==> src/rtl/imem_arbiter.sv <==
// imem_arbiter: boot/run sequencing and single-port arbitration for the
// instruction memory bank. The loader owns the port during BOOT; in RUN the
// fetch stage has priority, except that the loader is forced a slot after
// STARVE_MAX consecutive contested fetch grants. Read data returns one cycle
// after the grant through registered outputs.
module imem_arbiter #(
    parameter int ADDR_W     = 16,
    parameter int DATA_W     = 16,
    parameter int DEPTH      = 256,
    parameter int STARVE_MAX = 4
) (
    input  logic              clk,
    input  logic              rst_n,

    input  logic              if_req,
    input  logic [ADDR_W-1:0] if_addr,
    output logic              if_gnt,
    output logic              if_rvalid,
    output logic [DATA_W-1:0] if_rdata,
    output logic              if_err,

    input  logic              ld_req,
    input  logic              ld_we,
    input  logic [ADDR_W-1:0] ld_addr,
    input  logic [DATA_W-1:0] ld_wdata,
    input  logic              ld_done,
    output logic              ld_gnt,
    output logic              ld_rvalid,
    output logic [DATA_W-1:0] ld_rdata,
    output logic              ld_err,

    output logic              mem_read,
    output logic              mem_write,
    output logic [ADDR_W-1:0] mem_addr,
    output logic [DATA_W-1:0] mem_wdata,
    input  logic [DATA_W-1:0] mem_rdata,

    output logic              cpu_stall,
    output logic              boot_done
);

    localparam int CNT_W = (STARVE_MAX < 1) ? 1 : $clog2(STARVE_MAX + 1);
    localparam logic [CNT_W-1:0]  STARVE_LIM = CNT_W'(STARVE_MAX);
    localparam logic [ADDR_W:0]   DEPTH_LIM  = (ADDR_W + 1)'(DEPTH);

    typedef enum logic [0:0] {
        ST_BOOT = 1'b0,
        ST_RUN  = 1'b1
    } state_t;

    state_t            r_state;
    state_t            w_next_state;
    logic [CNT_W-1:0]  r_starve_cnt;
    logic [CNT_W-1:0]  w_starve_next;

    logic              w_if_gnt;
    logic              w_ld_gnt;
    logic              w_if_in_range;
    logic              w_ld_in_range;

    logic              r_if_rvalid;
    logic              r_if_err;
    logic [DATA_W-1:0] r_if_rdata;
    logic              r_ld_rvalid;
    logic              r_ld_err;
    logic [DATA_W-1:0] r_ld_rdata;

    // Address range decode; the extra MSB keeps the compare unsigned and lossless.
    assign w_if_in_range = ({1'b0, if_addr} < DEPTH_LIM);
    assign w_ld_in_range = ({1'b0, ld_addr} < DEPTH_LIM);

    // FSM state register.
    always_ff @(posedge clk or negedge rst_n) begin
        if (!rst_n) begin
            r_state <= ST_BOOT;
        end else begin
            r_state <= w_next_state;
        end
    end

    // Next-state and grant decision; nothing is granted while reset is held.
    always_comb begin
        w_next_state = r_state;
        w_if_gnt     = 1'b0;
        w_ld_gnt     = 1'b0;
        if (!rst_n) begin
            w_next_state = ST_BOOT;
        end else begin
            case (r_state)
                ST_BOOT: begin
                    w_ld_gnt = ld_req;
                    if (ld_done) begin
                        w_next_state = ST_RUN;
                    end else begin
                        w_next_state = ST_BOOT;
                    end
                end
                ST_RUN: begin
                    w_next_state = ST_RUN;
                    if (if_req && ld_req) begin
                        if (r_starve_cnt == STARVE_LIM) begin
                            w_ld_gnt = 1'b1;
                        end else begin
                            w_if_gnt = 1'b1;
                        end
                    end else begin
                        w_if_gnt = if_req;
                        w_ld_gnt = ld_req;
                    end
                end
                default: begin
                    w_next_state = ST_BOOT;
                end
            endcase
        end
    end

    // Starvation counter update: counts fetch wins while the loader waits.
    always_comb begin
        w_starve_next = r_starve_cnt;
        if (w_ld_gnt) begin
            w_starve_next = {CNT_W{1'b0}};
        end else if (w_if_gnt && ld_req && (r_starve_cnt != STARVE_LIM)) begin
            w_starve_next = r_starve_cnt + {{(CNT_W-1){1'b0}}, 1'b1};
        end else begin
            w_starve_next = r_starve_cnt;
        end
    end

    // Starvation counter register.
    always_ff @(posedge clk or negedge rst_n) begin
        if (!rst_n) begin
            r_starve_cnt <= {CNT_W{1'b0}};
        end else begin
            r_starve_cnt <= w_starve_next;
        end
    end

    // Fetch return path: valid/err pulse one cycle after grant, data held until next return.
    always_ff @(posedge clk or negedge rst_n) begin
        if (!rst_n) begin
            r_if_rvalid <= 1'b0;
            r_if_err    <= 1'b0;
            r_if_rdata  <= {DATA_W{1'b0}};
        end else begin
            r_if_rvalid <= w_if_gnt;
            r_if_err    <= w_if_gnt & ~w_if_in_range;
            if (w_if_gnt) begin
                r_if_rdata <= w_if_in_range ? mem_rdata : {DATA_W{1'b0}};
            end else begin
                r_if_rdata <= r_if_rdata;
            end
        end
    end

    // Loader return path: reads return data, writes only report range errors.
    always_ff @(posedge clk or negedge rst_n) begin
        if (!rst_n) begin
            r_ld_rvalid <= 1'b0;
            r_ld_err    <= 1'b0;
            r_ld_rdata  <= {DATA_W{1'b0}};
        end else begin
            r_ld_rvalid <= w_ld_gnt & ~ld_we;
            r_ld_err    <= w_ld_gnt & ~w_ld_in_range;
            if (w_ld_gnt && !ld_we) begin
                r_ld_rdata <= w_ld_in_range ? mem_rdata : {DATA_W{1'b0}};
            end else begin
                r_ld_rdata <= r_ld_rdata;
            end
        end
    end

    // Memory port steering; enables are suppressed for out-of-range addresses.
    assign mem_addr  = w_ld_gnt ? ld_addr : if_addr;
    assign mem_wdata = w_ld_gnt ? ld_wdata : {DATA_W{1'b0}};
    assign mem_read  = (w_if_gnt & w_if_in_range) |
                       (w_ld_gnt & ~ld_we & w_ld_in_range);
    assign mem_write = w_ld_gnt & ld_we & w_ld_in_range;

    assign if_gnt    = w_if_gnt;
    assign ld_gnt    = w_ld_gnt;
    assign if_rvalid = r_if_rvalid;
    assign if_err    = r_if_err;
    assign if_rdata  = r_if_rdata;
    assign ld_rvalid = r_ld_rvalid;
    assign ld_err    = r_ld_err;
    assign ld_rdata  = r_ld_rdata;

    assign boot_done = (r_state == ST_RUN);
    assign cpu_stall = (r_state == ST_BOOT) ? 1'b1 : (if_req & ~w_if_gnt);

endmodule

==> config.mk <==
export PLATFORM = sky130hd
export DESIGN_NAME = imem_arbiter
export DESIGN_NICKNAME = d
export VERILOG_FILES = /design/src/rtl/imem_arbiter.sv
export SDC_FILE = /design/constraint.sdc
export NUM_CORES = 1
export LEC_CHECK = 0
export ABC_AREA = 1
export ABC_CLOCK_PERIOD_IN_PS = 3800
export BUFFER_PORTS_ARGS = -buffer_cell sky130_fd_sc_hd__buf_2
export CAP_MARGIN = 25
export CORE_MARGIN = 3
export CORE_UTILIZATION = 45
export CTS_CLUSTER_SIZE = 24
export DETAILED_ROUTE_END_ITERATION = 8
export PLACE_DENSITY = 0.85
export SYNTH_ARGS = -nofsm -noshare
export SYNTH_HDL_FRONTEND = slang
export SYNTH_SLANG_ARGS = --single-unit
export TNS_END_PERCENT = 100
==> constraint.sdc <==
create_clock -name clk -period 3.8 [get_ports clk]
set_input_delay 0 -clock clk [delete_from_list [all_inputs] [get_ports clk]]
set_output_delay 0 -clock clk [all_outputs]
set_load 0.03 [all_outputs]
==> qor_table.md <==
| Metric | This run |
|---|---|
| Detailed Place HPWL | 4.91 mm |
| Crit path capture type | primary output |
| Post-synthesis sequential element count | 40 |
| Core Footprint | 4500 um^2 |
| CTS tree | built |
| Count of max-cap constraint violations | 0 |
| Initial antenna violation count | 0 |
| Critical path launch point type | register |
| Worst-path clk slew | 0.08 ns |
| Kind of critical path | register to primary output |
| RSZ-0062 raised after global routing | no |
| Met1 track utilization from global routing | 0.271 |
| Pin count of the biggest net entering global routing | 40 |
| CTS sink cnt | 40 |
| Final worst clock skew | 0.00687 ns |
| Number of unique standard cell types used by synthesis | 20 |
| Gate count after technology mapping | 310 |
| Fin Setup TNS | 0 ns |
| Number of primary I/O pins | 144 |
| Static leakage | 2.09 nW |
| Path category of the worst min-delay check | input pin to register |
| Slack of the worst reg-to-reg path | 1.68 ns |
| Count of placed standard cells in the final layout, fillers left out | 521 |
| Min cycle time layout | 2.43 ns |
| Synth Net Count | 382 |
| Max-slew headroom at the worst pin | 0.438 |
| Crit path top cell by count | nand2_1 |
| TritonCTS Buffers | 5 |
| Most frequent cells in the layout | 143 x buf_2, 135 x nand2_1, 40 x inv_1, 40 x dfrtp_1, 27 x nor2_1 |
| Cell Rows | 24 |
| M2 GR Usage | 0.411 |
| Global-route wire length before repair | 10.1 mm |
| Chip height | 75.4 um |
| Critical path's largest stage delay | 0.66 ns |
| Final hold violation count | 0 |
| Met3 demand-to-capacity share in global routing | 0.0594 |
| Buffers on Ports | 143 |
| Seq/Total Area, Yosys | 0.462 |
| Max-slew violation count | 0 |
| Most common cell after layout, fill and taps aside | buf_2 |
| Run status | completed |
| Width of the die | 75.4 um |
| Average wire per cell in the routed design | 12.4 um |
| Starting Density | 0.481 |
| Gp weighted congestion | 0.940 |
| Crit Path Max Fanout | 23 |
| Initial DRC Count | 137 |
| Combined buffer and inverter count along the critical path | 3 |
| Chain of cells forming the critical path | inv_1 -> ha_1 -> nand2_1 -> nor2_1 -> nor2_2 -> inv_2 -> nand2_1 -> nand2_1 -> buf_2 |
| Syn Std Cell Area | 2170 um^2 |
| Total vias in the final route | 2480 |
| Most crowded layer after global routing | met2 |
| Required @ worst endpoint | 3.80 ns |
| Layout cells sized above 1 | 0.345 |
| Yosys warning count | 0 |
| Max rail drop VDD | 0.000161 V |
| Avg Synthesized Cell Area | 6.99 um^2 |
| Worst-path cell with the longest stage delay | nor2_2 |
| Family with the most delay on the worst path | simple AND/OR/NAND/NOR gates |
| H-Tree Level Count | 2 |
| # nets final | 540 |
| Worst endpoint data arrival time | 2.43 ns |
| Post-route DRC | 0 |
| Maximum achievable frequency | 0.411 GHz |
| Remaining global-route overflow | 0 |
| Die footprint | 5680 um^2 |
| Layout filler cell count | 377 |
| Tightest Pin Transition | 0.843 ns |
| Area added between synthesis and finish | 47.0% |
| Number of cells upsized or downsized after cts | 0 |
| Detailed Routing Iterations Pass 1 | 4 |
| Power density relative to cell area | 309 nW/um^2 |
| Source-to-sink clock delay at the later pin of the worst-skew pair | 0.29 ns |
| Number of vias per cell after detailed routing | 4.76 |
| ANT cells | 0 |
| Via count of the first global-routing pass | 2232 |
| Setup Viol. Count Final | 0 |
| Maximum buffer depth of the clock tree | 2 |
| Master cell of the clock root buffer | clkbuf_8 |
| Total length of routed wires | 6.48 mm |
| Period Utilization, post-route | 0.640 |
| Total track usage | 0.230 |
| Number of placed cells counting well taps | 494 |
| Final antenna-violating net count | 0 |
## worst paths after layout
kind                                             startpoint                          end  depth (start not counted)
worst max-delay path            r_starve_cnt[0]$_DFFE_PN0P_                    cpu_stall                          9
min in group asynchronous                             rst_n  r_starve_cnt[0]$_DFFE_PN0P_                          2
max in group asynchronous                             rst_n     ld_rdata[15]$_DFFE_PN0P_                          3
worst max register to register  r_starve_cnt[0]$_DFFE_PN0P_      if_rdata[0]$_DFFE_PN0P_                          8
worst min-delay path                                 ld_req  r_starve_cnt[2]$_DFFE_PN0P_                          3
worst min register to register     ld_rdata[15]$_DFFE_PN0P_     ld_rdata[15]$_DFFE_PN0P_                          2
## final cells by class
cell class | instances | area, um^2 | area share
Sequential cell | 40 | 1000 | 0.314
Inverter | 43 | 164 | 0.0515
Clock buffer | 5 | 68.8 | 0.0216
Timing Repair Buffer | 163 | 913 | 0.287
Tap cell | 52 | 65.1 | 0.0204
Clock inverter | 3 | 42.5 | 0.0134
Multi-Input combinational cell | 215 | 930 | 0.292
## Yosys cell counts
| cell type | n | area share |
|---|---|---|
| nand2_1 | 135 | 0.23 |
| dfrtp_1 | 40 | 0.46 |
| inv_1 | 40 | 0.069 |
| nor2_1 | 27 | 0.047 |
| nand3_1 | 20 | 0.046 |
| nor3_1 | 17 | 0.039 |
| buf_2 | 9 | 0.021 |
| o21ai_0 | 5 | 0.012 |
| buf_4 | 2 | 0.0069 |
| ha_1 | 2 | 0.012 |
| inv_2 | 2 | 0.0035 |
| nand3_2 | 2 | 0.0092 |
| nor2_2 | 2 | 0.0058 |
| buf_6 | 1 | 0.0052 |
| inv_4 | 1 | 0.0029 |
| nand2_2 | 1 | 0.0029 |
| nand2_4 | 1 | 0.0052 |
| nor2_8 | 1 | 0.0092 |
| o21a_1 | 1 | 0.0035 |
| xor2_1 | 1 | 0.0040 |
## where the power goes
part	leakage [nW]	internal [mW]	switching [mW]
clock	0.0541	0.194	0.150
combinational	1.48	0.0733	0.133
sequential	0.555	0.430	0.00270
## flip-flops by register name, summed over array words and instances, names as in the netlist
| register | count |
|---|---|
| ld_rdata | 16 |
| if_err | 1 |
| if_rdata | 16 |
| ld_rvalid | 1 |
| if_rvalid | 1 |
| ld_err | 1 |
| r_starve_cnt | 3 |
| boot_done | 1 |
## cells by family (layout without fill, tap and decap cells)
logic type	Yosys count	after routing	synth area share
flops	40	40	0.462
fa+ha+maj	2	2	0.0116
simple gates	206	206	0.399
compound gates	6	6	0.0150
buf+inv	55	214	0.109
xor+xnor	1	1	0.00404
## worst min-delay path, stage by stage
cell and delay [ns]:
buf_2 0.15, nand3_1 0.09, nand2_1 0.05
## per-stage QoR
stage	cell area (um^2)	power (mW)	hold slack [ns]	utilization	setup WS, ns
after CTS	3180	0.986	0.0126	0.707	1.44
after floorplan	2170	0.551	-0.296	-	2.13
after global routing	3180	1.02	0.0415	0.707	1.15
after global placement	2880	0.631	-0.181	0.640	1.81
final	3180	0.984	0.0238	0.707	1.37
after detailed placement	2880	0.633	-0.181	0.640	1.76
## timing repair
item / 4_1_cts / 5_1_grt
hold buffers: 19 / 0
endpoints found under the hold margin: 58 / 0
buffers inserted: 0 / 0
## per-layer routing
layer,up-vias,wire (um),share of wire
li1,1249,-,-
met3,11,563,0.087
met4,0,106,0.016
met2,123,3330,0.51
met1,1097,2480,0.38
met5,-,0,0
(Power assumes the default switching activity.)
